--- config.mk ---
export PLATFORM = sky130hd
export DESIGN_NAME = uart_rx
export DESIGN_NICKNAME = d
export VERILOG_FILES = /design/src/rtl/uart_rx_pkg.sv /design/src/rtl/uart_rx_sync.sv /design/src/rtl/uart_rx.sv
export SDC_FILE = /design/constraint.sdc
export NUM_CORES = 1
export LEC_CHECK = 0
export CORE_MARGIN = 4
export CORE_UTILIZATION = 25
export DETAILED_ROUTE_END_ITERATION = 10
export GPL_TIMING_DRIVEN = 0
export PLACE_DENSITY = 0.5
export SLEW_MARGIN = 20
export SYNTH_ARGS = -nofsm -noshare
export SYNTH_HDL_FRONTEND = slang
export SYNTH_SLANG_ARGS = --single-unit
--- constraint.sdc ---
create_clock -name clk -period 2.3 [get_ports clk]
set_clock_uncertainty 0.05 [all_clocks]
set_input_delay 0.46 -clock clk [delete_from_list [all_inputs] [get_ports clk]]
set_output_delay 0.46 -clock clk [all_outputs]
set_load 0.02 [all_outputs]
--- src/rtl/uart_rx_pkg.sv ---
// ----------------------------------------------------------------------------
// uart_rx_pkg
// Types and helpers shared by the uart_rx receiver files.
//   rx_state_t : receiver FSM state encoding
//   majority3  : 2-of-3 vote used by the input noise filter
// ----------------------------------------------------------------------------
package uart_rx_pkg;

   typedef enum logic [2:0] {
      ST_IDLE      = 3'd0,
      ST_START     = 3'd1,
      ST_DATA      = 3'd2,
      ST_STOP      = 3'd3,
      ST_WAIT_IDLE = 3'd4
   } rx_state_t;

   // 2-of-3 majority vote
   function automatic logic majority3(input logic [2:0] v);
      return (v[0] & v[1]) | (v[0] & v[2]) | (v[1] & v[2]);
   endfunction

endpackage

--- src/rtl/uart_rx_sync.sv ---
// ----------------------------------------------------------------------------
// uart_rx_sync
// Brings the asynchronous serial line into the clk domain and removes short
// noise spikes.
//   clk      in  system clock
//   rst_n    in  asynchronous active-low reset; every stage presets to 1
//                (idle line) so leaving reset never looks like a start bit
//   rxd      in  raw serial line
//   rxd_filt out registered 2-of-3 majority of the last three synced samples
// ----------------------------------------------------------------------------
module uart_rx_sync
   import uart_rx_pkg::*;
(
   input  logic clk,
   input  logic rst_n,
   input  logic rxd,
   output logic rxd_filt
);

   logic       meta_r;
   logic       sync_r;
   logic [2:0] hist_r;
   logic       filt_r;

   // Two-flop synchroniser, sample history and registered majority vote
   always_ff @(posedge clk or negedge rst_n) begin
      if (!rst_n) begin
         meta_r <= 1'b1;
         sync_r <= 1'b1;
         hist_r <= 3'b111;
         filt_r <= 1'b1;
      end else begin
         meta_r <= rxd;
         sync_r <= meta_r;
         hist_r <= {hist_r[1:0], sync_r};
         filt_r <= majority3(hist_r);
      end
   end

   assign rxd_filt = filt_r;

endmodule

--- src/rtl/uart_rx.sv ---
// ----------------------------------------------------------------------------
// uart_rx
// 8N1 asynchronous serial receiver, LSB first, with a single-entry byte buffer.
//   clk           in  system clock
//   resetn        in  asynchronous active-low reset
//   uart_rxd      in  serial line (idles high, asynchronous to clk)
//   uart_rx_en    in  receiver enable; low aborts any frame in progress
//   uart_rx_data  out received byte (holds its value after ack)
//   uart_rx_valid out byte buffer full
//   uart_rx_ack   in  consumer took the byte (ignored while valid is low)
//   uart_rx_break out 1-cycle pulse: all-zero frame including stop bit
//   frame_err     out 1-cycle pulse: stop bit sampled low
//   overrun       out 1-cycle pulse: byte arrived over an un-acked byte
// ----------------------------------------------------------------------------
module uart_rx
   import uart_rx_pkg::*;
#(
   parameter int CLK_HZ       = 20_000_000,
   parameter int BIT_RATE     = 115_200,
   parameter int PAYLOAD_BITS = 8
)(
   input  logic                    clk,
   input  logic                    resetn,
   input  logic                    uart_rxd,
   input  logic                    uart_rx_en,
   output logic [PAYLOAD_BITS-1:0] uart_rx_data,
   output logic                    uart_rx_valid,
   input  logic                    uart_rx_ack,
   output logic                    uart_rx_break,
   output logic                    frame_err,
   output logic                    overrun
);

   localparam int CYCLES_PER_BIT = CLK_HZ / BIT_RATE;
   localparam int HALF_BIT       = CYCLES_PER_BIT / 2;
   localparam int CNT_W          = $clog2(CYCLES_PER_BIT);
   localparam int BIT_W          = (PAYLOAD_BITS > 1) ? $clog2(PAYLOAD_BITS) : 1;

   localparam logic [CNT_W-1:0] CNT_LAST = CNT_W'(CYCLES_PER_BIT - 1);
   localparam logic [CNT_W-1:0] CNT_HALF = CNT_W'(HALF_BIT);
   localparam logic [BIT_W-1:0] BIT_LAST = BIT_W'(PAYLOAD_BITS - 1);

   logic                    bit_s;
   logic                    bit_prev_r;
   logic                    fall_s;
   rx_state_t               state_r, state_nxt_s;
   logic [CNT_W-1:0]        cnt_r, cnt_nxt_s;
   logic [BIT_W-1:0]        bit_cnt_r, bit_cnt_nxt_s;
   logic [PAYLOAD_BITS-1:0] shift_r, shift_nxt_s;
   logic                    deliver_s, ferr_s, brk_s;
   logic [PAYLOAD_BITS-1:0] data_r;
   logic                    valid_r, ferr_r, brk_r, ovr_r;

   uart_rx_sync u_sync (
      .clk      (clk),
      .rst_n    (resetn),
      .rxd      (uart_rxd),
      .rxd_filt (bit_s)
   );

   // Start-bit detection works on the filtered line, not the raw pin
   assign fall_s = bit_prev_r & ~bit_s;

   // State register plus bit/cycle counters and the assembly shift register
   always_ff @(posedge clk or negedge resetn) begin
      if (!resetn) begin
         state_r    <= ST_IDLE;
         cnt_r      <= {CNT_W{1'b0}};
         bit_cnt_r  <= {BIT_W{1'b0}};
         shift_r    <= {PAYLOAD_BITS{1'b0}};
         bit_prev_r <= 1'b1;
      end else begin
         state_r    <= state_nxt_s;
         cnt_r      <= cnt_nxt_s;
         bit_cnt_r  <= bit_cnt_nxt_s;
         shift_r    <= shift_nxt_s;
         bit_prev_r <= bit_s;
      end
   end

   // Next-state logic; disabling the receiver forces IDLE regardless of state
   always_comb begin
      state_nxt_s   = state_r;
      cnt_nxt_s     = cnt_r + CNT_W'(1);
      bit_cnt_nxt_s = bit_cnt_r;
      shift_nxt_s   = shift_r;
      if (!uart_rx_en) begin
         state_nxt_s   = ST_IDLE;
         cnt_nxt_s     = {CNT_W{1'b0}};
         bit_cnt_nxt_s = {BIT_W{1'b0}};
      end else begin
         case (state_r)
            ST_IDLE: begin
               cnt_nxt_s     = {CNT_W{1'b0}};
               bit_cnt_nxt_s = {BIT_W{1'b0}};
               if (fall_s) begin
                  state_nxt_s = ST_START;
               end else begin
                  state_nxt_s = ST_IDLE;
               end
            end
            ST_START: begin
               // Mid start bit: a high line means the edge was only a glitch
               if (cnt_r == CNT_HALF) begin
                  cnt_nxt_s   = {CNT_W{1'b0}};
                  state_nxt_s = bit_s ? ST_IDLE : ST_DATA;
               end else begin
                  state_nxt_s = ST_START;
               end
            end
            ST_DATA: begin
               if (cnt_r == CNT_LAST) begin
                  cnt_nxt_s   = {CNT_W{1'b0}};
                  shift_nxt_s = {bit_s, shift_r[PAYLOAD_BITS-1:1]};
                  if (bit_cnt_r == BIT_LAST) begin
                     bit_cnt_nxt_s = {BIT_W{1'b0}};
                     state_nxt_s   = ST_STOP;
                  end else begin
                     bit_cnt_nxt_s = bit_cnt_r + BIT_W'(1);
                  end
               end else begin
                  state_nxt_s = ST_DATA;
               end
            end
            ST_STOP: begin
               // Returning straight to IDLE lets the next start edge follow immediately
               if (cnt_r == CNT_LAST) begin
                  cnt_nxt_s   = {CNT_W{1'b0}};
                  state_nxt_s = bit_s ? ST_IDLE : ST_WAIT_IDLE;
               end else begin
                  state_nxt_s = ST_STOP;
               end
            end
            ST_WAIT_IDLE: begin
               // Stay here through a break so its low level is not taken as a start
               cnt_nxt_s = {CNT_W{1'b0}};
               if (bit_s) begin
                  state_nxt_s = ST_IDLE;
               end else begin
                  state_nxt_s = ST_WAIT_IDLE;
               end
            end
            default: begin
               state_nxt_s   = ST_IDLE;
               cnt_nxt_s     = {CNT_W{1'b0}};
               bit_cnt_nxt_s = {BIT_W{1'b0}};
            end
         endcase
      end
   end

   // Stop-bit outcome decode: deliver on a high stop bit, error on a low one
   always_comb begin
      deliver_s = 1'b0;
      ferr_s    = 1'b0;
      brk_s     = 1'b0;
      if (uart_rx_en && (state_r == ST_STOP) && (cnt_r == CNT_LAST)) begin
         if (bit_s) begin
            deliver_s = 1'b1;
         end else begin
            ferr_s = 1'b1;
            brk_s  = (shift_r == {PAYLOAD_BITS{1'b0}});
         end
      end else begin
         deliver_s = 1'b0;
      end
   end

   // Byte buffer and registered status pulses
   always_ff @(posedge clk or negedge resetn) begin
      if (!resetn) begin
         data_r  <= {PAYLOAD_BITS{1'b0}};
         valid_r <= 1'b0;
         ferr_r  <= 1'b0;
         brk_r   <= 1'b0;
         ovr_r   <= 1'b0;
      end else begin
         ferr_r <= ferr_s;
         brk_r  <= brk_s;
         if (deliver_s) begin
            // An ack in the same cycle frees the slot, so that case is not an overrun
            data_r  <= shift_r;
            valid_r <= 1'b1;
            ovr_r   <= valid_r & ~uart_rx_ack;
         end else begin
            ovr_r <= 1'b0;
            if (valid_r && uart_rx_ack) begin
               valid_r <= 1'b0;
            end else begin
               valid_r <= valid_r;
            end
         end
      end
   end

   assign uart_rx_data  = data_r;
   assign uart_rx_valid = valid_r;
   assign uart_rx_break = brk_r;
   assign frame_err     = ferr_r;
   assign overrun       = ovr_r;

endmodule

* Yosys cells after proc, flatten, opt, wreduce, memory -nomap -nowiden
Cells that the tools add are included.
Word-level totals: bits in registers 41, bits in latches 0, memory bits (writable) 0, bits in read-only memories 0, input port bits 5, output and inout port bits 12, word-level logic and storage cells 71, memories kept 0
Operators by class: add/subtract/negate cells 2, multipliers 0, div/mod/pow operators 0, magnitude comparators 0, equal/unequal tests 10, shift-type cells 0, multiplexer cells 26, bitwise gates (word level) 9, reduce and logical (&&, ||, !) cells 10
Operators by type and width (number):
- $mux 3 | 8
- $mux 8 | 3
- $pmux 8 s2 | 1
- $pmux 3 s5 | 1
- $mux 1 | 10
- $add 8x1->8 const B | 1
- $eq 8x7->1 const B | 1
- $eq 8x8->1 const B | 1
- $logic_not 8->1 | 1
- $eq 3x2->1 const B | 2
- $eq 3x3->1 const B | 2
- $pmux 3 s2 | 1
- $and 1x1->1 | 5
- $mux 2 | 2
- $ne 4x4->1 const B | 1
- $add 3x1->3 const B | 1
- $eq 3x1->1 const B | 1
- $logic_and 1x1->1 | 3
- $logic_not 3->1 | 1
- $ne 3x3->1 const B | 1
- $reduce_and 3->1 | 1
- $reduce_or 3->1 | 1
- $ne 2x2->1 const B | 1
- $not 1->1 | 2
- other kinds (4) | 5

* Longest topological paths before layout
Gate-level depths: netlist of run 1.
depth in word-level cells 5, mapped depth 7, depth with buffers taken out 6

* Cells and area by module
Synthesis of run 1 repeated with hierarchy kept, for this count alone.
Unflattened totals: cells, all modules 153, area total of the unflattened synthesis 1900.6 um2
By module, submodules not included:
- uart_rx | instances 1, cells an instance 146, area an instance 1731.7 um2, sequential area each 877.1 um2
- uart_rx_sync | instances 1, cells an instance 7, area an instance 168.9 um2, sequential area each 157.7 um2

* Least setup slack after synthesis of run 1
Ideal clock, no wire load.
kind register -> register, from register cnt_r[0], to register data_r[3] (netlist: uart_rx_data[3]), library setup time 125 ps, arrival time 1826 ps, required time 2125 ps, path slack 299 ps, stages on the path, launching flop included 8, buffers on the path 1, period minus slack after synthesis 2001 ps, cell sequence dfrtp_1 inv_1 ha_1 and4b_1 buf_2 nand2_2 nor4_4 mux2_2
Between the ends: word-level cells in the longest chain between the ends 3
RTL lines:
- start: declaration | line uart_rx.sv:47 | logic [CNT_W-1:0] cnt_r, cnt_nxt_s;
- start signal: assignment | line uart_rx.sv:68 | cnt_r <= {CNT_W{1'b0}};
- start signal: assignment | line uart_rx.sv:74 | cnt_r <= cnt_nxt_s;
- $eq 8x8->1 | line uart_rx.sv:157 | if (uart_rx_en && (state_r == ST_STOP) && (cnt_r == CNT_LAST)) begin
- $logic_and 1x1->1 | line uart_rx.sv:157
- $mux 1 | line uart_rx.sv:157
- end signal: assignment | line uart_rx.sv:172 | data_r <= {PAYLOAD_BITS{1'b0}};
- end signal: assignment | line uart_rx.sv:182 | data_r <= shift_r;
- end: declaration | line uart_rx.sv:51 | logic [PAYLOAD_BITS-1:0] data_r;
No other way between the ends. A chain may end at the register's enable or synchronous reset.

* Worst setup path in the final report of run 1
Same ends and word-level chain as after synthesis.

==> impl_metrics.py, run 1 <==
metrics = {
    "timing": {
        "hold_viol": 0,
        "fmax_ghz": 0.4730,
        "timing.final.setup_violations": 0,
        "hold_ws_ns": 0.3064,
        "grt_setup_unrepaired": "no",
        "maxSlewViolCount": 0,
        "finalCriticalPeriod_ns": 2.114,
        "finalCritPeriodShare_pct": 91.92,
        "worst_pin_slew_ns": 0.5602,
        "relSlewSlack_pct": 62.40,
    },
    "synth": {
        "ys_types": 42,
        "yosysMostFrequentCell": "dfrtp_1",
        "yosysTopAreaCell": "dfrtp_1",
        "ys_ff_latch": 41,
        "synth.area.top_cells": "dfrtp_1 48%, dfstp_2 10%, mux2_2 7.6%",
        "synthFlopType": "dfrtp_1",
        "yosys.area.top_type_share_pct": 47.55,
        "synthArstFlopShare_pct": 100.0,
        "avgSynthCellArea_um2": 12.43,
        "synth-edff-count": 0,
        "synth_nets": 154,
        "seq_area_frac_synth_pct": 57.83,
        "syn_inst": 144,
        "yosysWarnings": 0,
        "synth_area_um2": 1789,
        "yosys-top-cells-count": "34 x dfrtp_1, 12 x mux2_2, 12 x nor2_1, 7 x dfstp_2, 7 x inv_1",
    },
    "power_and_ir_drop": {
        "peakVddDrop_v": 0.0002101,
        "p_leak_nw": 0.9614,
        "cellPowerDensity_nw_per_um2": 573.1,
    },
    "layout": {
        "final_nets": 179,
        "drive_gt1_share_pct": 21.18,
        "n_antenna_cell": 0,
        "area_growth_pct": 21.54,
        "final_cells": 266,
        "finalInstanceArea_um2": 2175,
    },
    "floorplanning": {
        "fp.dieArea_um2": 8575,
        "die_h_um": 92.60,
        "initial_core_util_pct": 26.05,
        "ioPinCount": 17,
        "rows": 30,
        "fp.dieW_um": 92.60,
        "core_um2": 6869,
    },
    "critical_path": {
        "rrSetupSlack_ns": 0.19,
        "endpoint_kind": "flop",
        "worstPathArrival_ns": 2.25,
        "worstSetupPathType": "flop to flop",
        "cp-start-kind": "flop",
        "reg2reg_from": "cnt_r[0]$_DFF_PN0_",
        "worstReg2RegEnd": "uart_rx_data[3]$_DFFE_PN0P_",
        "reg2regPathDepth": 8,
        "critPathMaxFanout": 8,
        "worstPathRequired_ns": 2.44,
    },
    "routing": {
        "ant_nets": 0,
        "drt-pass1-iter-count": 4,
        "drt-vias-per-instance": 4.233,
        "wirelength_um": 3264,
        "vias": 1126,
        "wl_per_cell_um": 12.27,
        "drt-initial-drc-count": 41,
        "route.detailed.drc": 0,
    },
    "worst_hold_path": {
        "hold_path_end": "u_sync.sync_r$_DFF_PN1_",
        "whs_path_depth": 0,
        "hold_start": "u_sync.meta_r$_DFF_PN1_",
        "hold_path_class": "flop to flop",
    },
    "placed_design": {
        "placed_area_um2": 2074,
        "dp_hpwl_um": 2276,
        "place.gp.congestion": 0.7223,
        "portBuffers": 15,
        "dp.cells": 256,
    },
    "grt": {
        "antenna_found_initial": 0,
        "grt_start_max_net_pins": 33,
        "grt_pass1_vias": 1144,
        "gr-total-overflow": 0,
        "grt_first_pass_wirelength_um": 5692,
        "grtUsageTotal_pct": 8.455,
    },
    "clock_network": {
        "cts_tree": "yes",
        "numCtsBuffers": 5,
        "post_cts_resized": 0,
        "cts-htree-levels": 2,
        "cts_max_path_buffers": 2,
        "clk_pin_slew_ns": 0.08,
        "root_buffer": "clkbuf_8",
        "cts_sinks": 41,
        "clk_latency_ns": 0.30,
    },
    "job": {
        "max_cap_viol_count": 0,
    },
    "run_status": {
        "outcome": "finished clean",
    },
}
## power breakdown
part | switching (W) | total (W) | leakage (nW) | internal, W
logic | 0.0000307 | 0.0000481 | 0.368 | 0.0000173
registers | 0.00000550 | 0.000740 | 0.549 | 0.000735
clock network | 0.000248 | 0.000458 | 0.0450 | 0.000210
## metrics by stage
stage                     setup TNS, ns  utilization [%]   power, W  setup WS, ns
final                                 0            31.66   0.001246        0.1859
after global routing                  0            31.66   0.001310       0.02227
after CTS                             0            31.66   0.001269        0.1580
after detailed placement      -0.002355            30.20  0.0008036     -0.002355
after global placement           -11.00            29.98  0.0007988       -0.3265
after floorplan                       0                -  0.0007735        0.2988
## state kept, by name, summed over array words and instances (netlist names)
register         count
cnt_r                8
shift_r              8
uart_rx_data         8
bit_cnt_r            3
state_r              3
u_sync.hist_r        3
bit_prev_r           1
frame_err            1
overrun              1
u_sync.meta_r        1
u_sync.rxd_filt      1
u_sync.sync_r        1
uart_rx_break        1
uart_rx_valid        1
## worst max-delay path by stage
stage / cells after the start / to / startpoint / slack, ns
3_3_place_gp: 1 / cnt_r[1]$_DFF_PN0_ / resetn / -0.33
3_5_place_dp: 7 / uart_rx_data[3]$_DFFE_PN0P_ / cnt_r[0]$_DFF_PN0_ / -0.002
6_report: 8 / uart_rx_data[3]$_DFFE_PN0P_ / cnt_r[0]$_DFF_PN0_ / 0.19
5_1_grt: 8 / uart_rx_data[6]$_DFFE_PN0P_ / cnt_r[0]$_DFF_PN0_ / 0.02
2_1_floorplan: 7 / uart_rx_data[3]$_DFFE_PN0P_ / cnt_r[0]$_DFF_PN0_ / 0.30
4_1_cts: 8 / uart_rx_data[3]$_DFFE_PN0P_ / cnt_r[0]$_DFF_PN0_ / 0.16
## per-layer routing
layer | share of wire (%) | global-route usage, % | vias up
li1 | - | - | 559
met1 | 52 | 11.93 | 547
met2 | 42 | 11.48 | 15
met3 | 3.8 | 3.006 | 5
met4 | 2.1 | 3.713 | 0
met5 | 0 | 0 | -
## kinds of logic (layout without fill, tap and decap cells)
| kind of cell | after synthesis | after routing | synth area share, % |
|---|---|---|---|
| AND/OR/NAND/NOR | 46 | 46 | 16.02 |
| flip-flops | 41 | 41 | 57.83 |
| AO/OA/AOI/OAI | 18 | 18 | 6.714 |
| multiplexers | 16 | 16 | 10.07 |
| buffers and inverters | 11 | 37 | 2.378 |
| adder cells (fa/ha/maj) | 6 | 6 | 4.056 |
| XOR/XNOR | 6 | 6 | 2.937 |
## critical path: stages (launching register included)
cell and delay (ns):
dfrtp_1 0.43, inv_1 0.10, ha_1 0.14, and4b_1 0.18, buf_2 0.17, nand2_2 0.12
nor4_4 0.26, buf_4 0.21, mux2_2 0.35
## cell type report
| class | instances | area, µm² |
|---|---|---|
| fillers | 717 | 4695 |
| flip-flops and latches | 41 | 1035 |
| multi-input cells | 92 | 711.9 |
| repair buffers | 18 | 182.7 |
| well taps | 96 | 120.1 |
| clock buffers | 6 | 72.57 |
| inverters | 7 | 26.28 |
| plain buffers | 4 | 16.27 |
| clock inverters | 2 | 10.01 |
## timing repair
action                                 in CTS  in global routing
setup endpoints to repair                   1                  0
endpoints found under the hold margin       9                  0
hold buffers                                1                  0
setup buffers                               1                  0
## cell usage in the layout, fill, tap and decap left out, drive strengths merged, types with 3 or more instances in the layout
| master | synthesis | layout |
|---|---|---|
| a21oi | 3 | 3 |
| and3 | 3 | 3 |
| buf | 1 | 4 |
| clkbuf | 3 | 9 |
| clkdlybuf4s50 | 0 | 14 |
| dfrtp | 34 | 34 |
| dfstp | 7 | 7 |
| ha | 5 | 5 |
| inv | 7 | 7 |
| mux2 | 16 | 16 |
| nand2 | 4 | 4 |
| nand2b | 3 | 3 |
| nand3 | 6 | 6 |
| nor2 | 12 | 12 |
| nor3 | 3 | 3 |
| nor4 | 3 | 3 |
| o211ai | 3 | 3 |
| o21ai | 5 | 5 |
| xor2 | 4 | 4 |
Power figures use the tool's default switching activity.
==> run 2: changes to the inputs <==
Settings changed: CORE_MARGIN 4 to 2.
==> impl_metrics.py, run 2 (synthesis gave the netlist of run 1 again) <==
metrics = {
    "grt": {
        "grt_pass1_vias": 1174,
        "grt_first_pass_wirelength_um": 5437,
        "gr-total-overflow": 0,
        "antenna_found_initial": 0,
        "grtUsageTotal_pct": 8.997,
        "grt_start_max_net_pins": 33,
    },
    "layout": {
        "mostFrequentLayoutCell": "dfrtp_1",
        "drive_gt1_share_pct": 20.59,
        "n_antenna_cell": 0,
        "area_growth_pct": 21.61,
        "final_nets": 179,
        "multi_input_area_um2": 711.9,
        "layout_common_cells": "34 x dfrtp_1, 14 x clkdlybuf4s50_1, 12 x nor2_1, 12 x mux2_2",
        "n_fill_cell": 705,
        "regArea_um2": 1035,
    },
    "placed_design": {
        "portBuffers": 15,
        "dp_hpwl_um": 2171,
        "place.gp.congestion": 0.7320,
        "pre_cts_ws_ns": 0.02670,
    },
    "floorplanning": {
        "rows": 30,
        "initial_core_util_pct": 26.05,
        "ioPinCount": 17,
        "fp.dieArea_um2": 7850,
        "fp.dieW_um": 88.60,
        "die_h_um": 88.60,
        "core_um2": 6869,
    },
    "critical_path": {
        "cp_slowest_cell": "dfrtp_1",
        "reg2regPathDepth": 8,
        "critPathMaxFanout": 8,
        "worstPathRequired_ns": 2.43,
        "endpoint_kind": "flop",
        "slowest_delay_ns": 0.44,
        "worstPathArrival_ns": 2.27,
        "cp-start-kind": "flop",
        "crit_chain": "inv_1, ha_1, and4b_1, buf_2, nand2_2, nor4_4, buf_4, mux2_1",
        "worstSetupPathType": "flop to flop",
    },
    "routing": {
        "drt-vias-per-instance": 4.218,
        "route.detailed.drc": 0,
        "drt-initial-drc-count": 29,
        "ant_nets": 0,
        "drt-pass1-iter-count": 4,
        "wirelength_um": 3113,
        "vias": 1122,
        "wl_per_cell_um": 11.70,
    },
    "power_and_ir_drop": {
        "cellPowerDensity_nw_per_um2": 573.4,
        "peakVddDrop_v": 0.0001990,
        "p_leak_nw": 0.9549,
    },
    "timing": {
        "relSlewSlack_pct": 62.06,
        "fin_ws_ns": 0.1576,
        "fmax_ghz": 0.4668,
        "grt_setup_unrepaired": "no",
        "finalCritPeriodShare_pct": 93.15,
        "hold_ws_ns": 0.3070,
        "finalCriticalPeriod_ns": 2.142,
        "worst_pin_slew_ns": 0.5654,
        "hold_viol": 0,
        "timing.final.setup_violations": 0,
        "maxSlewViolCount": 0,
    },
    "clock_network": {
        "post_cts_resized": 0,
        "cts_sinks": 41,
        "numCtsBuffers": 5,
        "cts_max_path_buffers": 2,
        "cts-htree-levels": 2,
        "root_buffer": "clkbuf_8",
        "clk_latency_ns": 0.29,
        "cts_tree": "yes",
        "clk_pin_slew_ns": 0.08,
    },
    "worst_hold_path": {
        "whs_path_depth": 0,
        "hold_path_class": "flop to flop",
    },
    "job": {
        "max_cap_viol_count": 0,
    },
    "run_status": {
        "outcome": "finished clean",
    },
}
-- run 2: power by group --
part           total [W]  switching [W]  internal [W]  leakage (nW)
Combinational  0.0000480      0.0000305     0.0000176         0.368
Clock           0.000459       0.000244      0.000215        0.0385
Sequential      0.000740     0.00000571      0.000735         0.549
Total            0.00125       0.000281      0.000967         0.955
-- run 2: cell type report --
cell class / instances / area share (%)
Sequential cell: 41 / 47.56
Multi-Input combinational cell: 92 / 32.72
Timing Repair Buffer: 18 / 8.396
Tap cell: 96 / 5.520
Clock buffer: 7 / 3.508
Inverter: 7 / 1.208
Buffer: 4 / 0.7476
Clock inverter: 1 / 0.3450
-- run 2: repair_timing --
| item | in CTS | in global routing |
|---|---|---|
| hold buffers | 1 | 0 |
| endpoints found under the hold margin | 9 | 0 |
| endpoints found under the setup margin | 0 | 8 |
| buffers inserted | 0 | 1 |
-- run 2: worst max-delay path, delay by kind of cell, from the launching register on --
kind / cells / cell delay (ns)
mux: 1 / 0.34
fa+ha+maj: 1 / 0.15
flops: 1 / 0.44
simple gates: 3 / 0.58
buf+inv: 3 / 0.47
-- run 2: path summary, 6_finish.rpt --
| kind | start | endpoint | slack [ns] |
|---|---|---|---|
| min reg2reg | u_sync.meta_r$_DFF_PN1_ | u_sync.sync_r$_DFF_PN1_ | 0.31 |
| max in group asynchronous | resetn | u_sync.meta_r$_DFF_PN1_ | 1.16 |
| min | u_sync.meta_r$_DFF_PN1_ | u_sync.sync_r$_DFF_PN1_ | 0.31 |
| max reg2reg | cnt_r[0]$_DFF_PN0_ | uart_rx_data[1]$_DFFE_PN0P_ | 0.16 |
| max | cnt_r[0]$_DFF_PN0_ | uart_rx_data[1]$_DFFE_PN0P_ | 0.16 |
| min in group asynchronous | resetn | uart_rx_data[4]$_DFFE_PN0P_ | 0.52 |
-- run 2: metrics by stage --
stage	setup TNS [ns]	instances	area [µm²]	utilization [%]	power (W)
after floorplan	0	144	1789	-	0.0007735
after global placement	-11.10	255	2059	29.98	0.0007988
after detailed placement	0	256	2074	30.20	0.0008033
after CTS	0	265	2168	31.57	0.001266
after global routing	0	266	2176	31.68	0.001300
final	0	266	2176	31.68	0.001248
-- run 2: routing by layer --
metal  GRT usage [%]  wire, µm  vias up  share of wire, %
li1                -         -      560                 -
met5               0         0        -                 0
met1           12.33      1679      543                54
met3           2.519        63        6               2.0
met4           4.545        74        0               2.4
met2           12.99      1295       13                42
